==> src/rtl/vram_cycle_sequencer.sv <==
// vram_cycle_sequencer: runs one VRAM bus cycle (read or write) at a time
// on the two SNES VRAM chips (A = low byte, B = high byte). The cycle has
// an address setup phase, a strobe phase and a hold phase. Read data goes
// back over a valid/ready response channel.
//
// Optional feature: define VRAM_SEQ_AUTOINC_EN to add cmd_use_next_i and
// next_addr_o. This lets a command reuse the previous address + 1.
//
// All pin-facing outputs come straight from flops. The strobe and
// direction flops load from the next-state decode, so each pin changes on
// the same edge as the state it belongs to.
module vram_cycle_sequencer #(
  parameter int SETUP_CYCLES = 2,
  parameter int HOLD_CYCLES  = 1,
  parameter int DUR_W        = 6
) (
  input  logic             clock,
  input  logic             reset,
  input  logic             cmd_valid_i,
  output logic             cmd_ready_o,
  input  logic             cmd_write_i,
  input  logic [1:0]       cmd_bytes_i,
  input  logic [14:0]      cmd_addr_i,
  input  logic [15:0]      cmd_wdata_i,
`ifdef VRAM_SEQ_AUTOINC_EN
  input  logic             cmd_use_next_i,
  output logic [14:0]      next_addr_o,
`endif
  input  logic [DUR_W-1:0] write_duration_i,
  input  logic [DUR_W-1:0] read_delay_i,
  output logic             rsp_valid_o,
  input  logic             rsp_ready_i,
  output logic [15:0]      rsp_data_o,
  output logic             vrd_n_o,
  output logic             vawr_n_o,
  output logic             vbwr_n_o,
  output logic             va14_o,
  output logic [13:0]      vaa_o,
  output logic [13:0]      vab_o,
  output logic             vd_dir_o,
  output logic [7:0]       vda_o,
  output logic [7:0]       vdb_o,
  input  logic [7:0]       vda_i,
  input  logic [7:0]       vdb_i,
  output logic             busy_o,
  output logic             error_zero_bytes_o
);

  // The phase counter has to hold the longest read strobe (read_delay + 1,
  // up to 2^DUR_W cycles, so DUR_W+1 bits). It also has to hold the setup
  // and hold lengths.
  localparam int SETUP_W = (SETUP_CYCLES > 1) ? $clog2(SETUP_CYCLES) : 1;
  localparam int HOLD_W  = (HOLD_CYCLES > 1) ? $clog2(HOLD_CYCLES) : 1;
  localparam int PH_W    = (SETUP_W > HOLD_W) ? SETUP_W : HOLD_W;
  localparam int CNT_W   = ((DUR_W + 1) > PH_W) ? (DUR_W + 1) : PH_W;

  typedef enum logic [2:0] {
    ST_IDLE,
    ST_SETUP,
    ST_STROBE,
    ST_HOLD,
    ST_RESP
  } state_t;

  state_t             state_q, state_d;
  logic [CNT_W-1:0]   cnt_q, cnt_d;
  logic               accept;
  logic               zero_cmd;
  logic               capture;

  // Command fields latched at acceptance
  logic               write_q;
  logic [1:0]         bytes_q;
  logic [14:0]        addr_q;
  logic [15:0]        wdata_q;
  logic [DUR_W-1:0]   wdur_q;
  logic [DUR_W-1:0]   rdel_q;

  // Values the latched fields will hold after this edge
  logic               write_d;
  logic [1:0]         bytes_d;
  logic [14:0]        sel_addr;

  logic               vrd_n_q, vawr_n_q, vbwr_n_q, vd_dir_q;
  logic [15:0]        rsp_data_q;
  logic               error_q;

`ifdef VRAM_SEQ_AUTOINC_EN
  logic [14:0]        next_addr_q;
  assign sel_addr    = cmd_use_next_i ? next_addr_q : cmd_addr_i;
  assign next_addr_o = next_addr_q;
`else
  assign sel_addr    = cmd_addr_i;
`endif

  assign write_d = accept ? cmd_write_i : write_q;
  assign bytes_d = accept ? cmd_bytes_i : bytes_q;

  // Next-state, phase counter and handshake decode
  always_comb begin
    // NOTE: every signal gets a default first so no path leaves one unassigned (no latches).
    state_d  = state_q;
    cnt_d    = cnt_q;
    accept   = 1'b0;
    zero_cmd = 1'b0;
    capture  = 1'b0;
    unique case (state_q)
      ST_IDLE: begin
        if (cmd_valid_i) begin
          if (cmd_bytes_i == 2'b00) begin
            // An empty command is taken and flagged. It never touches the bus.
            zero_cmd = 1'b1;
          end else begin
            accept  = 1'b1;
            state_d = ST_SETUP;
            cnt_d   = CNT_W'(SETUP_CYCLES - 1);
          end
        end
      end
      ST_SETUP: begin
        if (cnt_q == '0) begin
          state_d = ST_STROBE;
          if (write_q)
            cnt_d = (wdur_q == '0) ? '0 : CNT_W'(wdur_q) - CNT_W'(1);
          else
            cnt_d = CNT_W'(rdel_q);
        end else begin
          cnt_d = cnt_q - CNT_W'(1);
        end
      end
      ST_STROBE: begin
        if (cnt_q == '0) begin
          // The last low cycle of a read strobe is when data is sampled
          capture = !write_q;
          state_d = ST_HOLD;
          cnt_d   = CNT_W'(HOLD_CYCLES - 1);
        end else begin
          cnt_d = cnt_q - CNT_W'(1);
        end
      end
      ST_HOLD: begin
        if (cnt_q == '0)
          state_d = write_q ? ST_IDLE : ST_RESP;
        else
          cnt_d = cnt_q - CNT_W'(1);
      end
      ST_RESP: begin
        if (rsp_ready_i)
          state_d = ST_IDLE;
      end
      default: state_d = ST_IDLE;
    endcase
  end

  // State and phase counter registers
  always_ff @(posedge clock or negedge reset) begin
    if (!reset) begin
      // NOTE: sequential state uses non-blocking assignments only, so every flop samples pre-edge values.
      state_q <= ST_IDLE;
      cnt_q   <= '0;
    end else begin
      state_q <= state_d;
      cnt_q   <= cnt_d;
    end
  end

  // Latch the command. Address and data pins change only here.
  always_ff @(posedge clock or negedge reset) begin
    if (!reset) begin
      write_q <= 1'b0;
      bytes_q <= 2'b00;
      addr_q  <= '0;
      wdata_q <= '0;
      wdur_q  <= '0;
      rdel_q  <= '0;
    end else if (accept) begin
      write_q <= cmd_write_i;
      bytes_q <= cmd_bytes_i;
      addr_q  <= sel_addr;
      wdata_q <= cmd_wdata_i;
      wdur_q  <= write_duration_i;
      rdel_q  <= read_delay_i;
    end
  end

  // Strobe and data-direction pins, loaded from the state being entered
  always_ff @(posedge clock or negedge reset) begin
    if (!reset) begin
      vrd_n_q  <= 1'b1;
      vawr_n_q <= 1'b1;
      vbwr_n_q <= 1'b1;
      vd_dir_q <= 1'b0;
    end else begin
      vrd_n_q  <= !((state_d == ST_STROBE) && !write_d);
      vawr_n_q <= !((state_d == ST_STROBE) && write_d && bytes_d[0]);
      vbwr_n_q <= !((state_d == ST_STROBE) && write_d && bytes_d[1]);
      vd_dir_q <= write_d && ((state_d == ST_SETUP) || (state_d == ST_STROBE) ||
                              (state_d == ST_HOLD));
    end
  end

  // Read-data capture. Bytes that are not selected read back as 0x00.
  always_ff @(posedge clock or negedge reset) begin
    if (!reset)
      rsp_data_q <= '0;
    else if (capture)
      rsp_data_q <= {bytes_q[1] ? vdb_i : 8'h00, bytes_q[0] ? vda_i : 8'h00};
  end

  // Sticky flag for commands that enable no byte
  always_ff @(posedge clock or negedge reset) begin
    if (!reset)
      error_q <= 1'b0;
    else if (zero_cmd)
      error_q <= 1'b1;
  end

`ifdef VRAM_SEQ_AUTOINC_EN
  // Auto-increment address, updated as a cycle leaves HOLD (15-bit wrap)
  always_ff @(posedge clock or negedge reset) begin
    if (!reset)
      next_addr_q <= '0;
    else if ((state_q == ST_HOLD) && (state_d != ST_HOLD))
      next_addr_q <= addr_q + 15'd1;
  end
`endif

  assign cmd_ready_o        = (state_q == ST_IDLE);
  assign busy_o             = (state_q != ST_IDLE);
  assign rsp_valid_o        = (state_q == ST_RESP);
  assign rsp_data_o         = rsp_data_q;
  assign error_zero_bytes_o = error_q;
  assign vrd_n_o            = vrd_n_q;
  assign vawr_n_o           = vawr_n_q;
  assign vbwr_n_o           = vbwr_n_q;
  assign vd_dir_o           = vd_dir_q;
  assign va14_o             = addr_q[14];
  assign vaa_o              = addr_q[13:0];
  assign vab_o              = addr_q[13:0];
  assign vda_o              = wdata_q[7:0];
  assign vdb_o              = wdata_q[15:8];

endmodule

==> config.mk <==
export PLATFORM = sky130hd
export DESIGN_NAME = vram_cycle_sequencer
export DESIGN_NICKNAME = d
export VERILOG_FILES = /design/src/rtl/vram_cycle_sequencer.sv
export SDC_FILE = /design/constraint.sdc
export NUM_CORES = 1
export LEC_CHECK = 0
export ABC_AREA = 0
export BUFFER_PORTS_ARGS = -buffer_cell sky130_fd_sc_hd__buf_2
export CORE_UTILIZATION = 44
export CTS_CLUSTER_DIAMETER = 60
export DETAILED_ROUTE_END_ITERATION = 8
export PLACE_DENSITY = 0.83
export SYNTH_ARGS = -nofsm -noshare
export SYNTH_HDL_FRONTEND = slang
export SYNTH_SLANG_ARGS = --single-unit
==> constraint.sdc <==
create_clock -name clock -period 1.85 [get_ports clock]
set_clock_uncertainty 0.1 [all_clocks]
set_input_delay 0.185 -clock clock [delete_from_list [all_inputs] [get_ports clock]]
set_output_delay 0.185 -clock clock [all_outputs]
set_load 0.01 [all_outputs]
==> flow_metrics.py <==
metrics = {
    "outcome": {
        "status": "finished with violations",
        "violations": "negative setup slack",
    },
    "route": {
        "wl_met2_um": 5622,
        "first_pass_iters": 4,
        "via_count": 3640,
        "dr.first_iter.drc_count": 169,
        "drt-total-wl_um": 10820,
        "wl_met1_um": 4319,
        "vias_per_cell": 5.042,
        "post_drt_wl_per_cell_um": 14.98,
        "remaining_drc_errors": 0,
        "ant_nets": 0,
        "dr.max_layer_used": "met4",
        "wl_met3_um": 637,
    },
    "clocking": {
        "cts_buffers": 9,
        "insertion_delay_ns": 0.34,
        "ctsRootBufferMaster": "clkbuf_8",
        "cts_tree": "done",
        "cts_buffer_depth": 2,
        "cts_max_level": 3,
        "clock-sinks": 77,
        "clk_pin_slew_worst_paths_ns": 0.08,
    },
    "synthesis": {
        "synth_edf_count": 0,
        "yosysWarnings": 0,
        "syn-num-nets": 472,
        "synth_seq_cells": 77,
        "async_flop_share_pct": 100.0,
        "syn-mean-instance-area_um2": 8.885,
        "synth_ff_type": "dfrtp_1",
        "ys_seq_area_share_pct": 53.78,
        "syn_inst": 404,
        "syn_area_um2": 3590,
        "synthDistinctLibCells": 51,
    },
    "min_path": {
        "whs_endpoint": "write_q",
        "hp-class": "primary input to flip-flop",
        "hold_path.startpoint": "cmd_write_i",
        "hold-path-cell-count": 3,
    },
    "floorplanning": {
        "dieArea_um2": 8524,
        "core_region_area_um2": 7807,
        "die-height_um": 92.33,
        "fp.dieW_um": 92.33,
        "rows": 32,
        "ios": 135,
        "start_util_pct": 45.98,
    },
    "global_routing": {
        "grt_max_degree": 47,
        "grt_use_total_pct": 26.17,
        "globalRouteOverflowTotal": 0,
        "grt_pass1_wl_um": 17350,
        "antenna_found_initial": 0,
        "grt_pass1_vias": 3576,
    },
    "final_layout": {
        "insertedDiodeCount": 0,
        "syn_to_final_growth_pct": 54.23,
        "num-nets-final": 683,
        "final_cells": 722,
        "drive_gt1_share_pct": 36.61,
        "fill_cells": 562,
    },
    "timing": {
        "rsz0062_at_grt": "yes",
        "whs_ns": 0.03840,
        "relSlewSlack_pct": 67.05,
        "slew_viol_final": 0,
        "fmax_ghz": 0.5136,
        "layout_setup_ws_ns": -0.09705,
        "tightest_slew_ns": 0.4943,
        "setup_viol": 20,
        "period_minus_slack_ns": 1.947,
        "hold_viol_final": 0,
        "fin_crit_sh_pct": 105.2,
    },
    "pwr": {
        "p_per_area_nw_per_um2": 1411,
        "power_mw": 7.814,
        "p_leak_nw": 2.836,
        "ir_drop_mv": 0.8879,
    },
    "worst_setup_path": {
        "path_buf_inv": 3,
        "path_max_fanout": 8,
        "required_ns": 2.01,
        "cp-end-kind": "flip-flop",
        "critPathKind": "flip-flop to flip-flop",
        "cp-start-kind": "flip-flop",
        "crit_slowest_cell": "dfrtp_1",
        "r2r-start": "cnt_q[0]",
        "crit_arrival_ns": 2.11,
        "crit_chain": "inv_2, ha_4, or3b_4, nor4b_4, buf_4, buf_12, nand3_1, o21ai_2",
        "crit_cells": 8,
        "rr_endpoint": "rsp_data_o[14]",
        "r2r_slack_ns": -0.1,
        "crit_family": "simple AND/OR/NAND/NOR gates",
        "slowest_delay_ns": 0.40,
        "ff2ff_path_depth": 8,
    },
    "placed_design": {
        "io_buffers": 134,
        "place.gp.congestion": 0.8628,
        "dp_hpwl_um": 6315,
        "dp_cells": 636,
    },
    "job": {
        "cap_violations": 0,
    },
}
==> repair_timing <==
action,CTS,global route
resized for setup,9,19
endpoints found under the setup margin,19,28
buffers inserted,5,3
hold buffers,59,1
gates cloned,2,0
endpoints found under the hold margin,92,1
pin swaps,6,4
==> state kept, by name, summed over array words and instances, names as in the netlist <==
name                flops
addr_q                 15
bytes_q                 2
cnt_q                   7
error_zero_bytes_o      1
rdel_q                  6
rsp_data_o             16
state_q                 3
vawr_n_o                1
vbwr_n_o                1
vd_dir_o                1
vrd_n_o                 1
wdata_q                16
wdur_q                  6
write_q                 1
==> where the power goes <==
part	switching [mW]	internal, mW	leakage [nW]
Clock	0.649	0.767	0.114
Sequential	0.515	2.34	0.897
Combinational	1.88	1.67	1.83
==> placed cells by master, fill, tap and decap left out, types with 4 or more instances in the layout <==
cell type        n
nand3_2          8
nand2_1        131
o21ai_0          4
buf_2          133
nor2_1          11
clkbuf_8         9
dlygate4sd3_1   60
o21ai_1         20
a21oi_1          5
inv_1           28
nand3_1         14
buf_4           34
dfrtp_1         74
==> layout make-up <==
class	count	area (um2)	share of cell area [%]
Inverter	30	112.6	2.034
Sequential cell	77	1931	34.87
Multi-Input combinational cell	263	1486	26.85
Clock inverter	7	96.34	1.740
Clock buffer	9	123.9	2.237
Timing Repair Buffer	234	1659	29.97
Tap cell	102	127.6	2.305
==> cells in the mapped netlist, types with 4 or more instances <==
cell / number / area share [%]
nor3_1: 5 / 0.70
nand2_1: 132 / 14
clkbuf_1: 11 / 1.2
o21ai_1: 21 / 2.9
nor2b_1: 4 / 0.70
a21oi_1: 6 / 0.84
o21ai_0: 4 / 0.56
buf_2: 9 / 1.3
dfrtp_1: 74 / 52
inv_1: 30 / 3.1
nor2_1: 11 / 1.2
buf_4: 14 / 2.9
nand3_1: 22 / 3.1
==> worst max path at each step <==
| stage | startpoint | slack [ns] | end |
|---|---|---|---|
| finish | cnt_q[0] | -0.1 | rsp_data_o[14] |
| detailed placement | cnt_q[0] | -0.06 | rsp_data_o[7] |
| floorplan | cnt_q[1] | -0.02 | rsp_data_o[12] |
| global placement | wdur_q[1] | -0.02 | cnt_q[5] |
| CTS | cnt_q[0] | -0.05 | rsp_data_o[14] |
| global route | cnt_q[1] | -0.17 | rsp_data_o[12] |
==> routing by layer <==
metal | track usage (%) | vias up
met3 | 5.255 | 21
met5 | 0 | -
li1 | - | 1727
met1 | 30.69 | 1734
met4 | 9.505 | 0
met2 | 47.16 | 158
==> logic make-up after synthesis <==
kind of cell / Yosys count / synth area share [%]
flip-flops: 77 / 53.78
multiplexers: 2 / 0.5925
buffers and inverters: 64 / 8.470
XOR/XNOR: 2 / 0.4881
adder cells (fa/ha/maj): 2 / 0.6970
AO/OA/AOI/OAI: 57 / 10.42
AND/OR/NAND/NOR: 200 / 25.55
==> per-stage QoR <==
stage,worst slack (ns),instance area (um2),TNS (ns),utilization [%]
6_report,-0.09705,5537,-0.8424,70.91
5_1_grt,-0.1740,5537,-2.693,70.91
4_1_cts,-0.04858,5413,-0.4035,69.33
3_5_place_dp,-0.05650,4477,-0.6581,57.34
3_3_place_gp,-0.02148,4477,-0.02148,57.34
2_1_floorplan,-0.02252,3610,-0.3108,-
==> tightest hold or removal path: stages <==
cell and delay (ns):
buf_2 0.08, nand3_1 0.10, nand2_1 0.08
Note: power is estimated with default switching activity, not from simulation.
